<file path="src/rtl/core_pkg.sv">
// Shared widths and constants for the mini RISC-V core's register-file side.
package core_pkg;
   localparam int XLEN       = 32;
   localparam int REG_ADDR_W = 5;
   localparam int NUM_REGS   = 32;
   localparam logic [REG_ADDR_W-1:0] ZERO_REG = '0;

   typedef logic [REG_ADDR_W-1:0] reg_addr_t;
endpackage

</file>
<file path="src/rtl/wb_port_arbiter.sv">
// Merges ALU writebacks and LSU completions onto the single register-file write port.
module wb_port_arbiter #(
   parameter int XLEN       = core_pkg::XLEN,
   parameter int REG_ADDR_W = core_pkg::REG_ADDR_W
) (
   input  logic                  clk,
   input  logic                  rst,
   input  logic                  alu_wb_valid,
   input  logic [REG_ADDR_W-1:0] alu_wb_rd,
   input  logic [XLEN-1:0]       alu_wb_data,
   input  logic                  lsu_done_valid,
   input  logic [REG_ADDR_W-1:0] lsu_done_rd,
   input  logic [XLEN-1:0]       lsu_done_data,
   output logic                  lsu_done_ready,
   output logic                  alu_live,
   output logic                  lsu_accept,
   output logic                  rf_we,
   output logic [REG_ADDR_W-1:0] rf_waddr,
   output logic [XLEN-1:0]       rf_wdata
);
   import core_pkg::*;

   // ALU writes to x0 are discarded outright, so they never block the LSU.
   assign alu_live       = alu_wb_valid && (alu_wb_rd != ZERO_REG);
   assign lsu_done_ready = rst && !alu_live;
   assign lsu_accept     = lsu_done_valid && lsu_done_ready;

   always_ff @(posedge clk) begin
      if (!rst) begin
         rf_we    <= 1'b0;
         rf_waddr <= '0;
         rf_wdata <= '0;
      end else if (alu_live) begin
         rf_we    <= 1'b1;
         rf_waddr <= alu_wb_rd;
         rf_wdata <= alu_wb_data;
      end else if (lsu_done_valid) begin
         rf_we    <= (lsu_done_rd != ZERO_REG);
         rf_waddr <= lsu_done_rd;
         rf_wdata <= lsu_done_data;
      end else begin
         rf_we    <= 1'b0;
      end
   end
endmodule

</file>
<file path="src/rtl/reg_scoreboard.sv">
// Hazard scoreboard: tracks registers awaiting long-latency results and stalls issue on
// RAW/WAW hazards or when too many long operations are outstanding.
module reg_scoreboard #(
   parameter int XLEN        = core_pkg::XLEN,
   parameter int REG_ADDR_W  = core_pkg::REG_ADDR_W,
   parameter int MAX_PENDING = 2
) (
   input  logic                  clk,
   input  logic                  rst,
   input  logic                  issue_valid,
   input  logic [REG_ADDR_W-1:0] issue_rs1,
   input  logic [REG_ADDR_W-1:0] issue_rs2,
   input  logic [REG_ADDR_W-1:0] issue_rd,
   input  logic                  issue_uses_rs1,
   input  logic                  issue_uses_rs2,
   input  logic                  issue_is_long,
   output logic                  issue_stall,
   input  logic                  alu_wb_valid,
   input  logic [REG_ADDR_W-1:0] alu_wb_rd,
   input  logic [XLEN-1:0]       alu_wb_data,
   input  logic                  lsu_done_valid,
   input  logic [REG_ADDR_W-1:0] lsu_done_rd,
   input  logic [XLEN-1:0]       lsu_done_data,
   output logic                  lsu_done_ready,
   output logic                  rf_we,
   output logic [REG_ADDR_W-1:0] rf_waddr,
   output logic [XLEN-1:0]       rf_wdata,
   output logic [31:0]           busy_vec,
   output logic [2:0]            pending_cnt,
   output logic                  err
);
   import core_pkg::*;

   logic [NUM_REGS-1:0]   busy_q, busy_next;
   logic [2:0]            pending_q, pending_next;
   logic                  err_q, err_next;
   logic                  clr_valid_q;
   logic [REG_ADDR_W-1:0] clr_rd_q;
   logic                  hazard, long_accept;
   logic                  alu_live, lsu_accept;

   wb_port_arbiter #(.XLEN(XLEN), .REG_ADDR_W(REG_ADDR_W)) u_arb (
      .clk            (clk),
      .rst            (rst),
      .alu_wb_valid   (alu_wb_valid),
      .alu_wb_rd      (alu_wb_rd),
      .alu_wb_data    (alu_wb_data),
      .lsu_done_valid (lsu_done_valid),
      .lsu_done_rd    (lsu_done_rd),
      .lsu_done_data  (lsu_done_data),
      .lsu_done_ready (lsu_done_ready),
      .alu_live       (alu_live),
      .lsu_accept     (lsu_accept),
      .rf_we          (rf_we),
      .rf_waddr       (rf_waddr),
      .rf_wdata       (rf_wdata)
   );

   // Stall looks only at registered state; a clear landing this cycle is not bypassed.
   always_comb begin
      hazard = 1'b0;
      if (issue_uses_rs1 && busy_q[issue_rs1])
         hazard = 1'b1;
      if (issue_uses_rs2 && busy_q[issue_rs2])
         hazard = 1'b1;
      if (busy_q[issue_rd])
         hazard = 1'b1;
      if (issue_is_long && (pending_q == 3'(MAX_PENDING)))
         hazard = 1'b1;
      issue_stall = !rst || (issue_valid && hazard);
      long_accept = rst && issue_valid && !hazard && issue_is_long;
   end

   // The busy clear is delayed one edge so it coincides with the register-file write.
   always_comb begin
      busy_next = busy_q;
      if (clr_valid_q)
         busy_next[clr_rd_q] = 1'b0;
      if (long_accept && (issue_rd != ZERO_REG))
         busy_next[issue_rd] = 1'b1;
      busy_next[0] = 1'b0;

      pending_next = pending_q;
      if (lsu_accept && (pending_q != 3'd0))
         pending_next = pending_q - 3'd1;
      if (long_accept)
         pending_next = pending_next + 3'd1;

      err_next = err_q
               || (lsu_accept && (pending_q == 3'd0))
               || (lsu_accept && (lsu_done_rd != ZERO_REG) && !busy_q[lsu_done_rd])
               || (alu_live && busy_q[alu_wb_rd]);
   end

   always_ff @(posedge clk) begin
      if (!rst) begin
         busy_q      <= '0;
         pending_q   <= '0;
         err_q       <= 1'b0;
         clr_valid_q <= 1'b0;
         clr_rd_q    <= '0;
      end else begin
         busy_q      <= busy_next;
         pending_q   <= pending_next;
         err_q       <= err_next;
         clr_valid_q <= lsu_accept && (lsu_done_rd != ZERO_REG);
         clr_rd_q    <= lsu_done_rd;
      end
   end

   assign busy_vec    = busy_q;
   assign pending_cnt = pending_q;
   assign err         = err_q;
endmodule

</file>
<file path="config.mk">
export PLATFORM = sky130hd
export DESIGN_NAME = reg_scoreboard
export DESIGN_NICKNAME = d
export VERILOG_FILES = /design/src/rtl/core_pkg.sv /design/src/rtl/wb_port_arbiter.sv /design/src/rtl/reg_scoreboard.sv
export SDC_FILE = /design/constraint.sdc
export NUM_CORES = 1
export LEC_CHECK = 0
export BUFFER_PORTS_ARGS = -buffer_cell sky130_fd_sc_hd__buf_2
export CORE_UTILIZATION = 45
export CTS_CLUSTER_SIZE = 10
export DETAILED_ROUTE_END_ITERATION = 7
export PLACE_DENSITY = 0.73
export SKIP_CTS_REPAIR_TIMING = 1
export SLEW_MARGIN = 20
export SYNTH_ARGS = -nofsm -noshare
export SYNTH_HDL_FRONTEND = slang
export SYNTH_SLANG_ARGS = --single-unit
</file>
<file path="constraint.sdc">
create_clock -name clk -period 5.2 [get_ports clk]
set_input_delay 0.26 -clock clk [delete_from_list [all_inputs] [get_ports clk]]
set_output_delay 0.26 -clock clk [all_outputs]
set_load 0.1 [all_outputs]
</file>
Word-level counts from Yosys, hierarchy flattened
Cells that the tools add are included.
{"block": "totals", "ff_bits": 80, "latchBits": 0, "mem_bits_rw": 0, "romBits": 0, "input_bits": 97, "memories": 0}
{"block": "op_classes", "add_sub_neg": 2, "mul": 0, "n_div": 0, "n_lt_le_gt_ge": 8, "eq_ne": 1, "n_shift": 0, "n_mux": 28, "n_bitwise": 3, "n_reduce_logical": 32}
{"operator": "2-to-1 mux 32 bit", "count": 4}
{"operator": "< comparator 5 x 6 -> 1 bit (second input constant)", "count": 6}
{"operator": "AND 32 bit", "count": 1}
{"operator": "inverter 32 bit", "count": 1}
{"operator": "OR 32 bit", "count": 1}
{"operator": "binary-select mux 1 bit (select 5 bit)", "count": 5}
{"operator": "logical AND 1 bit", "count": 18}
{"operator": "nonzero test 5 bit", "count": 3}
{"operator": "2-to-1 mux 1 bit", "count": 13}
{"operator": "demux 1 bit (select 5 bit)", "count": 2}
{"operator": "greater-or-equal comparator 5 x 1 -> 1 bit (second input constant)", "count": 2}
{"operator": "2-to-1 mux 5 bit", "count": 2}
{"operator": "2-to-1 mux 3 bit", "count": 2}
{"operator": "logical NOT 1 bit", "count": 4}
{"operator": "logical OR 1 bit", "count": 4}
{"operator": "adder 3 x 1 -> 3 bit (second input constant)", "count": 1}
{"operator": "equality test 3 x 2 -> 1 bit (second input constant)", "count": 1}
{"operator": "logical NOT 3 bit", "count": 1}
{"operator": "nonzero test 3 bit", "count": 1}
{"operator": "subtractor 3 x 1 -> 3 bit (second input constant)", "count": 1}
{"operator": "nonzero test 2 bit", "count": 1}

Longest topological paths before layout
{"block": "logic_depth", "ltp_word": 12, "depth_mapped": 9}

Modules after synthesis
From an unflattened synthesis, not the netlist that was laid out.
{"block": "hier_totals", "cells_unflattened": 507, "area_unflattened_um2": 5098.6}
{"module": "reg_scoreboard", "n_inst": 1, "cells_per_inst": 292, "area_per_inst_um2": 3176.8}
{"module": "wb_port_arbiter", "n_inst": 1, "cells_per_inst": 215, "area_per_inst_um2": 1921.8}

Least setup slack after synthesis
Ideal clock, no wire load.
{"block": "synth_timing", "path_type": "flip-flop to output port", "start": "register pending_q[0], in the netlist pending_cnt[0]", "end": "output port issue_stall", "arrival_time_ns": 2.804, "path_slack_ns": 2.136, "stages_incl_launch_ff": 8, "path_cell_list": "dfxtp_1 inv_1 ha_1 nand2_1 o21ai_0 or4_4 o31ai_1 nand2_1"}
{"block": "synth_between", "elab_chain_cells": 5}
{"item": "start: declaration", "line": "reg_scoreboard.sv:35", "rtl": "logic [2:0] pending_q, pending_next;"}
{"item": "start signal: assignment", "line": "reg_scoreboard.sv:104", "rtl": "pending_q <= pending_next;"}
{"item": "equality test 3 x 2 -> 1 bit", "line": "reg_scoreboard.sv:68", "rtl": "if (issue_is_long && (pending_q == 3'(MAX_PENDING)))"}
{"item": "logical AND 1 bit", "line": "reg_scoreboard.sv:68"}
{"item": "2-to-1 mux 1 bit", "line": "reg_scoreboard.sv:68"}
{"item": "logical AND 1 bit", "line": "reg_scoreboard.sv:70", "rtl": "issue_stall = !rst || (issue_valid && hazard);"}
{"item": "logical OR 1 bit", "line": "reg_scoreboard.sv:70"}
{"item": "end: declaration", "line": "reg_scoreboard.sv:17", "rtl": "output logic issue_stall,"}
No other way between the ends.

Worst setup path after layout
{"block": "layout_timing", "start": "register busy_q[16], in the netlist busy_vec[16]", "end": "output port issue_stall"}
{"block": "layout_between", "elab_chain_cells": 9}
{"item": "start: declaration", "line": "reg_scoreboard.sv:34", "rtl": "logic [NUM_REGS-1:0] busy_q, busy_next;"}
{"item": "start signal: assignment", "line": "reg_scoreboard.sv:103", "rtl": "busy_q <= busy_next;"}
{"item": "binary-select mux 1 bit (select 5 bit)", "line": "reg_scoreboard.sv:62", "rtl": "if (issue_uses_rs1 && busy_q[issue_rs1])"}
{"item": "2-to-1 mux 1 bit (not written as such)", "line": "reg_scoreboard.sv:62"}
{"item": "logical AND 1 bit", "line": "reg_scoreboard.sv:62"}
{"item": "2-to-1 mux 1 bit", "line": "reg_scoreboard.sv:62"}
{"item": "2-to-1 mux 1 bit", "line": "reg_scoreboard.sv:64", "rtl": "if (issue_uses_rs2 && busy_q[issue_rs2])"}
{"item": "2-to-1 mux 1 bit *", "line": "reg_scoreboard.sv:66", "rtl": "if (busy_q[issue_rd])"}
{"item": "2-to-1 mux 1 bit *", "line": "reg_scoreboard.sv:68"}
{"item": "logical AND 1 bit *", "line": "reg_scoreboard.sv:70"}
{"item": "logical OR 1 bit *", "line": "reg_scoreboard.sv:70"}
Every way passes the cells marked *; elsewhere a longest branch is shown, timed or not. The select of a mux whose other input is x is not followed.

==> flow_summary_export.csv <==
group,metric,value,unit
die,dieArea,0.0114,mm²
min_path,hold_depth,3,
layout,regArea,0.00158,mm²
clock_tree,clk_latency,0.37,ns
min_path,min_path_type,"input port to register",
global_routing,antenna_found_initial,0,
setup_path,reg2regPathDepth,7,
clock_tree,cts_tree,"built",
sta,finalCritPeriodShare,60.4,%
placement,hpwl,11.1,mm
yosys,synth_area_per_cell,9.92,µm²
global_routing,grt_first_pass_wirelength,24.1,mm
min_path,min_to,"u_arb.rf_wdata[20]",
die,std_cell_rows,37,
setup_path,crit_path_end_kind,"primary output",
sta,final_max_slew_viol_count,0,
global_routing,gr-total-overflow,0,
setup_path,crit_type,"register to primary output",
yosys,synth_top_family_by_area,"multiplexers",
clock_tree,ctsRootBufferMaster,"clkbuf_8",
sta,holdWs,0.171,ns
yosys,synth_edf_count,0,
yosys,synth.distinct_cells,57,
detailed_routing,ant_nets,0,
clock_tree,cts.clk_slew.worst_paths,0.09,ns
outcome,status,"finished clean",
setup_path,crit_arrival,2.88,ns
layout,nFillCells,947,
yosys,synthXorXnorAreaFrac,0.177,%
setup_path,cpLargestDelayFamily,"simple AND/OR/NAND/NOR gates",
detailed_routing,drt-pass1-iter-count,5,
setup_path,slowest_stage,"or4_4",
yosys,syn_nets,599,
yosys,yosysWarnings,0,
setup_path,crit_chain,"nor2b_1 -> a2111oi_0 -> and4b_1 -> or4_4 -> o31ai_1 -> nand2_1 -> buf_2",
die,dieWidth,107,µm
sta,hold_viol_final,0,
sta,relSlewSlack,26.7,%
placement,numPlacedInstances,763,
global_routing,grt_pass1_vias,4521,
setup_path,crit_required,4.94,ns
sta,setup_violations,0,
setup_path,worstSetupStartpointType,"register",
layout,antenna_cells,0,
yosys,ys_ff_latch,79,
yosys,async_flop_share,0,%
sta,max_freq,319,MHz
yosys,synthMuxAreaShare,29.1,%
layout,layout_common_cells,"171 x buf_2, 79 x dfxtp_1, 49 x nor2_1",
layout,area_growth,21.3,%
job,drv_cap,0,
layout,nets,739,
sta,fin_crit,3.14,ns
detailed_routing,routedWlPerCell,20.6,µm
die,coreArea,0.0105,mm²
setup_path,r2r_setup_slack,2.28,ns
detailed_routing,via_per_inst,6.19,
clock_tree,clkSinkCount,79,
power_and_ir_drop,power,1.59,mW
layout,multi_input_area,0.00311,mm²
yosys,synthSimpleGateAreaFrac,14.6,%
layout,layout.cells.non_filler,779,
power_and_ir_drop,p_leak,2.76,nW
global_routing,grt.total_usage,27.8,%
detailed_routing,drt-total-wl,16.1,mm
min_path,hp-start,"alu_wb_data[20]",
die,initial_utilization,47.0,%
global_routing,grt_max_degree,76,
setup_path,cp_num_buf_inv,1,
yosys,seq_area_frac_synth,32.0,%
power_and_ir_drop,peakVddDrop,0.000171,V
placement,pre_cts_ws,2.31,ns
die,die_y,107,µm
setup_path,max_stage_delay,0.58,ns
placement,gp_congestion,0.907,
clock_tree,cts_made_buffers,9,
detailed_routing,remaining_drc_errors,0,
setup_path,rr_startpoint,"busy_vec[16]",
sta,rsz0062_at_grt,"no",
layout,drive_gt1_share,36.7,%
setup_path,r2r_end,"busy_vec[22]",
power_and_ir_drop,cellPowerDensity,265,mW/mm²
yosys,ys.flop_type,"dfxtp_1",
yosys,synth.cell_area,0.00494,mm²
yosys,synth_compound_gate_area_share,17.7,%
sta,tns,0,ns
yosys,synthAdderAreaFrac,1.01,%
detailed_routing,vias,4823,
layout,layout_commonest_cell,"buf_2",
sta,worst_pin_slew,1.10,ns
clock_tree,cts_buffer_depth,2,
clock_tree,htree_levels,3,
die,io_pins,173,
setup_path,crit_fanout,7,
sta,worst_slack,2.06,ns
sta,clock_skew,0.0115,ns
detailed_routing,drt_iter0_drc,527,
placement,port_buffers,171,
yosys,synthCells,498,
cells in the mapped netlist, drive strengths merged, types with 4 or more instances:
cell type  number  area, µm²
a211oi         36        270
a21oi          26        130
a31o           27        236
a41o            4       40.0
and2            7       43.8
and3            5       31.3
buf            18        111
clkbuf         27        101
dfxtp          79       1580
ha              4       50.1
inv            13       48.8
mux2            6       67.6
mux2i          47        470
mux4           39        901
nand2          44        165
nand3           5       25.0
nand3b          4       30.0
nor2           49        184
nor2b           6       37.5
nor3b           6       50.1
o21ai           5       25.0
through the flow:
stage,utilization (%),area [µm²]
after CTS,57.1,6000
final,57.1,6000
after global placement,55.1,5790
after floorplan,-,4940
after global routing,57.1,6000
after detailed placement,55.1,5790
cells by family after synthesis:
kind of cell / after synthesis
xor gates and xnor gates: 1
muxes: 92
and+or+nand+nor: 145
DFF: 79
AOI/OAI and AO/OA: 118
other: 1
adders and majority gates: 4
buffers and inverters: 58
power breakdown:
part	internal [mW]	switching [mW]
Sequential	0.635	0.0233
Combinational	0.111	0.341
Clock	0.237	0.241
Total	0.983	0.606
worst max path at each step:
| stage | start | endpoint | depth (start not counted) |
|---|---|---|---|
| floorplan | pending_cnt[0] | issue_stall | 7 |
| global placement | issue_rd[0] | busy_vec[22] | 8 |
| finish | busy_vec[16] | issue_stall | 7 |
| global route | busy_vec[16] | issue_stall | 7 |
| detailed placement | issue_rd[0] | busy_vec[21] | 8 |
| CTS | busy_vec[16] | issue_stall | 7 |
sequential cells by signal, summed over array words and instances, names as in the netlist:
| register | count |
|---|---|
| busy_vec | 31 |
| clr_rd_q | 5 |
| clr_valid_q | 1 |
| err | 1 |
| pending_cnt | 3 |
| u_arb.rf_waddr | 5 |
| u_arb.rf_wdata | 32 |
| u_arb.rf_we | 1 |
worst reg2reg max path, stage by stage (launching register included):
cell and delay [ns]:
dfxtp_1 0.45, nor2b_1 0.20, a2111oi_0 0.36, and4b_1 0.27
or4_4 0.58, nor4_4 0.33, buf_4 0.40, a41o_1 0.26
routing by layer:
layer	wire length [µm]	track usage, %	vias up
met5	0	0	-
met4	492	11.8	0
met3	1660	6.63	44
met2	7430	43.6	303
met1	6480	36.6	2290
li1	-	-	2186
layout make-up:
type                            count  area share, %
Clock inverter                      6           1.15
Inverter                           13          0.814
Tap cell                          136           2.84
Multi-Input combinational cell    361           51.9
Clock buffer                       10           2.30
Timing Repair Buffer              174           14.6
Sequential cell                    79           26.4
Note: power is estimated with default switching activity, not from simulation.
